File: config.mk
export PLATFORM = sky130hd
export DESIGN_NAME = coherence_ctrl
export DESIGN_NICKNAME = d
export VERILOG_FILES = /design/src/rtl/coherence_ctrl_pkg.sv /design/src/rtl/rr_arbiter.sv /design/src/rtl/coherence_ctrl.sv
export SDC_FILE = /design/constraint.sdc
export NUM_CORES = 1
export LEC_CHECK = 0
export CORE_AREA = 4 4 183 185
export CTS_CLUSTER_SIZE = 28
export DETAILED_ROUTE_END_ITERATION = 8
export DIE_AREA = 0 0 187 189
export PLACE_DENSITY = 0.41
export SLEW_MARGIN = 10
export SYNTH_ARGS = -nofsm -noshare
export SYNTH_HDL_FRONTEND = slang
export SYNTH_HIERARCHICAL = 1
export SYNTH_SLANG_ARGS = --single-unit
File: constraint.sdc
create_clock -name CLK -period 7.75 [get_ports CLK]
set_clock_uncertainty 0.2 [all_clocks]
set_input_delay 2.325 -clock CLK [delete_from_list [all_inputs] [get_ports CLK]]
set_output_delay 2.325 -clock CLK [all_outputs]
set_load 0.005 [all_outputs]
File: src/rtl/coherence_ctrl_pkg.sv
// Shared types for the two-core bus/coherence controller: RAM handshake,
// bus word and the controller's transaction states.
package coherence_ctrl_pkg;

  typedef logic [31:0] word_t;

  typedef enum logic [1:0] {
    FREE   = 2'b00,
    BUSY   = 2'b01,
    ACCESS = 2'b10,
    ERROR  = 2'b11
  } ramstate_t;

  typedef enum logic [3:0] {
    IDLE,
    ARB,
    SNOOP,
    LOAD1,
    LOAD2,
    XFER1,
    XFER2,
    WB,
    IFETCH
  } ccstate_t;

endpackage

File: src/rtl/rr_arbiter.sv
// Two-way round-robin picker; the pointer moves to the losing core once the
// granted transaction has completed.
module rr_arbiter (
  input  logic       clk,
  input  logic       rst_n,
  input  logic [1:0] req_i,
  input  logic       grant_i,
  input  logic       advance_i,
  output logic       pick_o,
  output logic       valid_o
);

  logic ptr_q;
  logic ptr_d;

  always_comb begin
    ptr_d = ptr_q;
    if (advance_i) ptr_d = ~grant_i;
  end

  always_ff @(posedge clk or negedge rst_n) begin
    if (!rst_n) ptr_q <= 1'b0;
    else        ptr_q <= ptr_d;
  end

  always_comb begin
    valid_o = |req_i;
    case (req_i)
      2'b01:   pick_o = 1'b0;
      2'b10:   pick_o = 1'b1;
      default: pick_o = ptr_q;
    endcase
  end

endmodule

File: src/rtl/coherence_ctrl.sv
// Bus and MSI coherence controller between two L1 cache pairs and one
// single-ported RAM, with cache-to-cache forwarding on a dirty remote hit.
module coherence_ctrl
  import coherence_ctrl_pkg::*;
#(
  parameter int CPUS = 2
) (
  input  logic            CLK,
  input  logic            nRST,
  input  logic [CPUS-1:0] iREN,
  input  word_t           iaddr [CPUS],
  output logic [CPUS-1:0] iwait,
  output word_t           iload,
  input  logic [CPUS-1:0] dREN,
  input  logic [CPUS-1:0] dWEN,
  input  word_t           daddr [CPUS],
  input  word_t           dstore [CPUS],
  output logic [CPUS-1:0] dwait,
  output word_t           dload [CPUS],
  input  logic [CPUS-1:0] cctrans,
  input  logic [CPUS-1:0] ccwrite,
  output logic [CPUS-1:0] ccwait,
  output logic [CPUS-1:0] ccinv,
  output word_t           ccsnoopaddr [CPUS],
  input  ramstate_t       ramstate,
  input  word_t           ramload,
  output logic            ramREN,
  output logic            ramWEN,
  output word_t           ramaddr,
  output word_t           ramstore
);

  ccstate_t        state_q, state_d;
  logic            rIdx_q, rIdx_d;
  logic            sIdx;
  logic            access;
  logic            anyReq;
  logic            xferHeld;
  logic            advance;
  logic            pick;
  logic            arbValid;
  logic [CPUS-1:0] wbReq;
  logic [CPUS-1:0] arbReq;

  assign sIdx     = ~rIdx_q;
  assign access   = (ramstate == ACCESS);
  assign anyReq   = |{iREN, dREN, dWEN, cctrans};
  assign xferHeld = dREN[rIdx_q] & dWEN[sIdx];

  // Write-backs outrank coherence misses, which outrank instruction fetches.
  always_comb begin
    wbReq = dWEN & ~cctrans;
    if (|wbReq)        arbReq = wbReq;
    else if (|cctrans) arbReq = cctrans;
    else               arbReq = iREN;
  end

  rr_arbiter u_arb (
    .clk       (CLK),
    .rst_n     (nRST),
    .req_i     (arbReq),
    .grant_i   (rIdx_q),
    .advance_i (advance),
    .pick_o    (pick),
    .valid_o   (arbValid)
  );

  always_comb begin
    state_d = state_q;
    rIdx_d  = rIdx_q;
    advance = 1'b0;
    case (state_q)
      IDLE: if (anyReq) state_d = ARB;
      ARB: begin
        if (arbValid) begin
          rIdx_d = pick;
          if (|wbReq)        state_d = WB;
          else if (|cctrans) state_d = SNOOP;
          else               state_d = IFETCH;
        end else begin
          state_d = IDLE;
        end
      end
      WB: begin
        if (!dWEN[rIdx_q]) state_d = IDLE;
        else if (access) begin
          state_d = IDLE;
          advance = 1'b1;
        end
      end
      IFETCH: begin
        if (!iREN[rIdx_q]) state_d = IDLE;
        else if (access) begin
          state_d = IDLE;
          advance = 1'b1;
        end
      end
      SNOOP: begin
        if (!dREN[rIdx_q])     state_d = IDLE;
        else if (cctrans[sIdx]) state_d = XFER1;
        else                    state_d = LOAD1;
      end
      LOAD1: begin
        if (!dREN[rIdx_q]) state_d = IDLE;
        else if (access)   state_d = LOAD2;
      end
      LOAD2: begin
        if (!dREN[rIdx_q]) state_d = IDLE;
        else if (access) begin
          state_d = IDLE;
          advance = 1'b1;
        end
      end
      XFER1: begin
        if (!xferHeld)   state_d = IDLE;
        else if (access) state_d = XFER2;
      end
      XFER2: begin
        if (!xferHeld) state_d = IDLE;
        else if (access) begin
          state_d = IDLE;
          advance = 1'b1;
        end
      end
      default: state_d = IDLE;
    endcase
  end

  always_ff @(posedge CLK or negedge nRST) begin
    if (!nRST) begin
      state_q <= IDLE;
      rIdx_q  <= 1'b0;
    end else begin
      state_q <= state_d;
      rIdx_q  <= rIdx_d;
    end
  end

  // Strobes are gated by the held request so a dropped request never reaches RAM.
  always_comb begin
    iwait    = '1;
    dwait    = '1;
    ccwait   = '0;
    ccinv    = '0;
    iload    = '0;
    ramREN   = 1'b0;
    ramWEN   = 1'b0;
    ramaddr  = '0;
    ramstore = '0;
    for (int n = 0; n < CPUS; n++) begin
      dload[n]       = '0;
      ccsnoopaddr[n] = '0;
    end
    case (state_q)
      WB: begin
        if (dWEN[rIdx_q]) begin
          ramWEN        = 1'b1;
          ramaddr       = daddr[rIdx_q];
          ramstore      = dstore[rIdx_q];
          dwait[rIdx_q] = ~access;
        end
      end
      IFETCH: begin
        if (iREN[rIdx_q]) begin
          ramREN        = 1'b1;
          ramaddr       = iaddr[rIdx_q];
          iload         = ramload;
          iwait[rIdx_q] = ~access;
        end
      end
      SNOOP: begin
        ccwait[sIdx]      = 1'b1;
        ccsnoopaddr[sIdx] = daddr[rIdx_q];
        ccinv[sIdx]       = ccwrite[rIdx_q];
      end
      LOAD1, LOAD2: begin
        if (dREN[rIdx_q]) begin
          ramREN        = 1'b1;
          ramaddr       = daddr[rIdx_q];
          dload[rIdx_q] = ramload;
          dwait[rIdx_q] = ~access;
        end
      end
      XFER1, XFER2: begin
        ccwait[sIdx]      = 1'b1;
        ccsnoopaddr[sIdx] = daddr[rIdx_q];
        ccinv[sIdx]       = ccwrite[rIdx_q];
        if (xferHeld) begin
          ramWEN        = 1'b1;
          ramaddr       = daddr[sIdx];
          ramstore      = dstore[sIdx];
          dload[rIdx_q] = dstore[sIdx];
          dwait[rIdx_q] = ~access;
          dwait[sIdx]   = ~access;
        end
      end
      default: ;
    endcase
  end

endmodule

# Word level (Yosys, flattened, before mapping)
# Cells that the tools add are included.
dict set report classes {
  magnitude_cmp 8
  n_reduce_logical 14
  n_eq_ne 14
  n_bitwise 13
  n_mux 89
}
# op n
set op_table {}
lappend op_table {{$mux 32} 25}
lappend op_table {{$and 64x64->64} 3}
lappend op_table {{$mux 64} 3}
lappend op_table {{$pmux 32 s4} 1}
lappend op_table {{$pmux 64 s2} 1}
lappend op_table {{$demux 32 s1} 2}
lappend op_table {{$pmux 32 s2} 1}
lappend op_table {{$mux 4} 13}
lappend op_table {{$pmux 4 s9} 1}
lappend op_table {{$mux 1} 23}
lappend op_table {{$mux 2} 9}
lappend op_table {{$eq 4x3->1 const B} 4}
lappend op_table {{$reduce_or 2->1} 5}
lappend op_table {{$eq 4x2->1 const B} 2}
lappend op_table {{$reduce_or 8->1} 1}
lappend op_table {{$mux 3} 2}
lappend op_table {{$ne 3x3->1 const B} 2}
lappend op_table {{$pmux 1 s2} 3}
lappend op_table {{$pmux 2 s3} 1}
lappend op_table {{$and 2x2->2} 2}
lappend op_table {{$eq 2x2->1 const B} 2}
lappend op_table {{$eq 4x1->1 const B} 1}
lappend op_table {{$eq 4x4->1 const B} 1}
lappend op_table {{$ge 2x2->1 const B} 2}
lappend op_table {{other kinds (18)} 28}
dict set report word_totals {
  inputBits 238
  register_bits 6
  wordCells 141
  output_inout_bits 234
}

# Longest topological paths before layout
dict set report depth {
  word_depth 9
  mapped_depth 10
  depth_no_buf 10
}

# Cells and area by module
# The synthesis kept the hierarchy.
# mod area_per_inst_um2 seq_area_each_um2 cells_per_inst instances
set by_module_without_submodules {}
lappend by_module_without_submodules {coherence_ctrl 4170.2 125.1 577 1}
lappend by_module_without_submodules {rr_arbiter 85.1 25.0 9 1}

# Worst setup path after synthesis
# No wires, ideal clock.
dict set report synth_path {
  path_type {input to output}
  startpoint {input dREN[1]}
  endpoint {output ramaddr[10]}
  n_path_buf 2
  setup_slack_ps 1715
  t_arrival_ps 3510
  required_time_ps 5225
  cell_stages 7
  cell_sequence {mux2i_1 > a21oi_2 > or2_1 > buf_6 > buf_6 > a221oi_1 > o22ai_1}
}
dict set report synth_between {
  elab_chain_len 5
  word_cells_on_any_way 6
  cone_classes {mux: 5; bitwise: 1}
}
# element line_no
set synth_lines {}
lappend synth_lines {{start: declaration} coherence_ctrl.sv:14} ;# input logic [CPUS-1:0] dREN,
lappend synth_lines {{$mux 1 (implied by the code) (*) (2 in series)} {coherence_ctrl.sv:48, coherence_ctrl.sv:177}}
lappend synth_lines {{$and 1x1->1} coherence_ctrl.sv:48} ;# assign xferHeld = dREN[rIdx_q] & dWEN[sIdx];
lappend synth_lines {{$mux 32} coherence_ctrl.sv:188} ;# if (xferHeld) begin
lappend synth_lines {{$pmux 32 s4 (*)} coherence_ctrl.sv:154} ;# case (state_q)
lappend synth_lines {{end: declaration} coherence_ctrl.sv:29} ;# output word_t ramaddr,
# Mark *: on every way between the ends. The rest lies on a longest branch, timed or not. The select of a mux whose other input is x is not followed.

# Worst setup path after layout
dict set report layout_path {
  startpoint {input dWEN[1]}
  endpoint {output ramaddr[14]}
}
dict set report layout_between {
  elab_chain_len 5
  word_cells_on_any_way 8
  cone_classes {mux: 7; bitwise: 1}
}
# element line_no
set layout_lines {}
lappend layout_lines {{start: declaration} coherence_ctrl.sv:15} ;# input logic [CPUS-1:0] dWEN,
lappend layout_lines {{$mux 1 (implied by the code) (2 in series)} coherence_ctrl.sv:48}
lappend layout_lines {{$and 1x1->1} coherence_ctrl.sv:48}
lappend layout_lines {{$mux 32} coherence_ctrl.sv:188}
lappend layout_lines {{$pmux 32 s4 (*)} coherence_ctrl.sv:154}
# Marks and branches as above.

==> run metrics <==
run status finished clean; total track usage around 17%; EDFF count, synth 0; Fin. Hold Viols 0; share of post-route cells with drive strength above 1 just over 4%; non-filler cells, final roughly 1,400; Max Cap Viol 0; Synthesis Warnings 6; Buf/Inv on CP 4; worst-path maximum fanout between 40 and 50; Final min period around 7.5 ns; ant diodes 0; unrepaired setup endpoints after global routing false; Top Family by Delay on Critical Path buffers and inverters; Syn Area/Cell 7.262 sq um; peak supply drop between 0.15 and 0.2 mV; die footprint between 0.03 and 0.04 sq mm; CP max stage cell clkdlybuf4s50_1; gpl congestion 0.8033; Worst Hold Launch u_arb/ptr_q; Leak Pwr about 3.5 nW; Synth Instances a little under 600; vias per cell ~5.0; Seq/Total Area, Yosys 3.528%; Worst path max stage delay slightly below 0.6 ns; H-Tree Depth 1; HP Class flip-flop to flip-flop; DP HPWL roughly 25,000 microns; syn nets 826; Synth top area share 25.93%; Max Fclk 133.4 MHz; global-route wire length before repair roughly 47,000 microns; Core ar. 0.03204 sq mm; synthesized cell area ~0.0043 sq mm; initial drt markers just under 400; setup violators final 0; wire per inst 22.99 microns; RR Startpoint rIdx_q; ANT nets after route 0; cell-by-cell trace of the critical path clkdlybuf4s50_1 -> nand3b_1 -> a221oi_4 -> buf_12 -> buf_12 -> a221oi_1 -> o22ai_1 -> clkdlybuf4s50_1; Synth area leaders a221oi_1, a22o_1, and3_1; Chip Height 189 microns; Rows 66; Slew @ Worst Pin about 1.0 ns; Vias 6,960; vias in the first global route approximately 7,000; CTS Sinks 6; Rel. slew slack 33.16%; period utilisation layout 96.71%; Reg clk slew, reported paths roughly 0.04 ns; pin count of the biggest net entering global routing 75; synth-to-layout area growth 120.8%; root buffer cell clkbuf_16; CP Class input pin to primary output; Power Total between 1.5 and 2 mW; #FFs+latches synth 6; DRC 0; drt pass-1 iters 5; CTS tree built; placed insts 1,397; Worst setup SP type input pin; I/O pin count 472; Yosys cell types 56; post-synth top area cell a221oi_1; worst skew pair latency around 0.23 ns; DIE WIDTH roughly 190 microns; Hold-fix buffers, CTS 0; total CTS buffers 3; Clock Tree Buf Depth 2; Setup crit start dWEN[1]; fraction of registers with async set/reset 100.0%; Slew Limit Fails 0; top_reg_cell synth dfrtp_1; worst hold slack roughly 0.33 ns; Post-CTS Setup Repair Bufs 0; post-CTS resize count 0; WL final between 30,000 and 40,000 microns; initial antenna violation count 0; WP data required around 5.2 ns; global route overflow 0; pwr/cell area around 200 mW/mm^2; Initial Utilization 13.28%; Setup TNS 0 ns; I/O Buffers approximately 470; Nets roughly 1,200; CP Capture Type primary output; CP Data Arrival Time approximately 5.0 ns
==> cell usage after synthesis, types with 2 or more instances <==
cell       instances
o2bb2ai_1          2
nor2_1            49
buf_4              6
inv_1              5
a22oi_1            4
ha_1               2
and2b_1            2
mux2i_1           35
o22ai_1           31
and2_1            34
a21o_1             2
o21ai_0            3
a21oi_1            7
nor2b_1            3
buf_2             25
nor4_1             2
nand2b_1           9
nand2_1            9
a31oi_1            2
buf_6              8
dfrtp_1            6
and3_1            67
clkbuf_1          44
nand3_1            6
a22o_1            66
o211ai_2           2
a221oi_1         126
==> report_power, final <==
part	internal, mW	switching [mW]	total (mW)
logic	0.932	0.818	1.75
clock network	0.0682	0.0171	0.0854
registers	0.0449	0.0325	0.0774
total	1.04	0.868	1.91
==> worst paths after layout <==
check | slack [ns] | depth (start not counted) | endpoint
setup reg to reg | 4.98 | 7 | state_q[3]
max in group asynchronous | 4.93 | 1 | rIdx_q
hold / removal | 0.33 | 2 | u_arb/ptr_q
setup / recovery | 0.26 | 8 | ramaddr[14]
hold reg to reg | 0.33 | 2 | u_arb/ptr_q
min in group asynchronous | 2.16 | 1 | rIdx_q
==> worst register-to-register path, stage by stage (launching register included) <==
cell,delay [ns]
dfrtp_4,0.46
buf_4,0.60
mux2i_1,0.33
nor2b_2,0.06
buf_4,0.24
nor4_2,0.44
o21bai_2,0.14
a22o_1,0.20
==> kinds of logic (layout without fill, tap and decap cells) <==
kind of cell	Yosys count	in the layout	share of synthesized area [%]
buf+inv	90	497	10.64
simple gates	194	194	26.17
flops	6	6	3.528
mux	37	37	8.850
fa+ha+maj	2	2	0.5880
compound gates	257	257	50.22
==> cell type report <==
cell class	instances	area [sq um]
Fill cell	3442	22640
Timing Repair Buffer	487	4935
Multi-Input combinational cell	490	3695
Tap cell	408	510.5
Sequential cell	6	153.9
Clock buffer	4	78.83
Inverter	6	23.77
==> state kept, by name, summed over array words and instances (netlist names) <==
register,cells
rIdx_q,1
u_arb/ptr_q,1
state_q,4
==> per-layer routing <==
layer / wire (microns) / share of wire, % / GRT usage (%) / up-vias
met3: 2210 / 6.9 / 3.632 / 30
met4: 677 / 2.1 / 3.015 / 0
met1: 13050 / 41 / 20.02 / 3344
li1: - / - / - / 3263
met2: 16270 / 51 / 30.88 / 323
met5: 0 / 0 / 0 / -
==> cell usage in the layout (no fill, tap or decap), types with 8 or more instances in the layout <==
cell type and n:
a221oi_1 125, a22o_1 66, and2_1 34, and3_1 67
buf_12 8, buf_4 8, clkdlybuf4s50_1 471, mux2i_1 35
nand2_1 9, nand2b_1 9, nor2_1 44, o22ai_1 31
==> stage by stage <==
stage / cell area (sq um) / util, % / setup WS (ns)
2_1_floorplan: 4255 / - / 1.715
4_1_cts: 9397 / 29.33 / 0.2583
6_report: 9397 / 29.33 / 0.2553
3_3_place_gp: 9318 / 29.08 / 0.2855
3_5_place_dp: 9318 / 29.08 / 0.2919
5_1_grt: 9397 / 29.33 / 0.1188
Note: power is estimated with default switching activity, not from simulation.
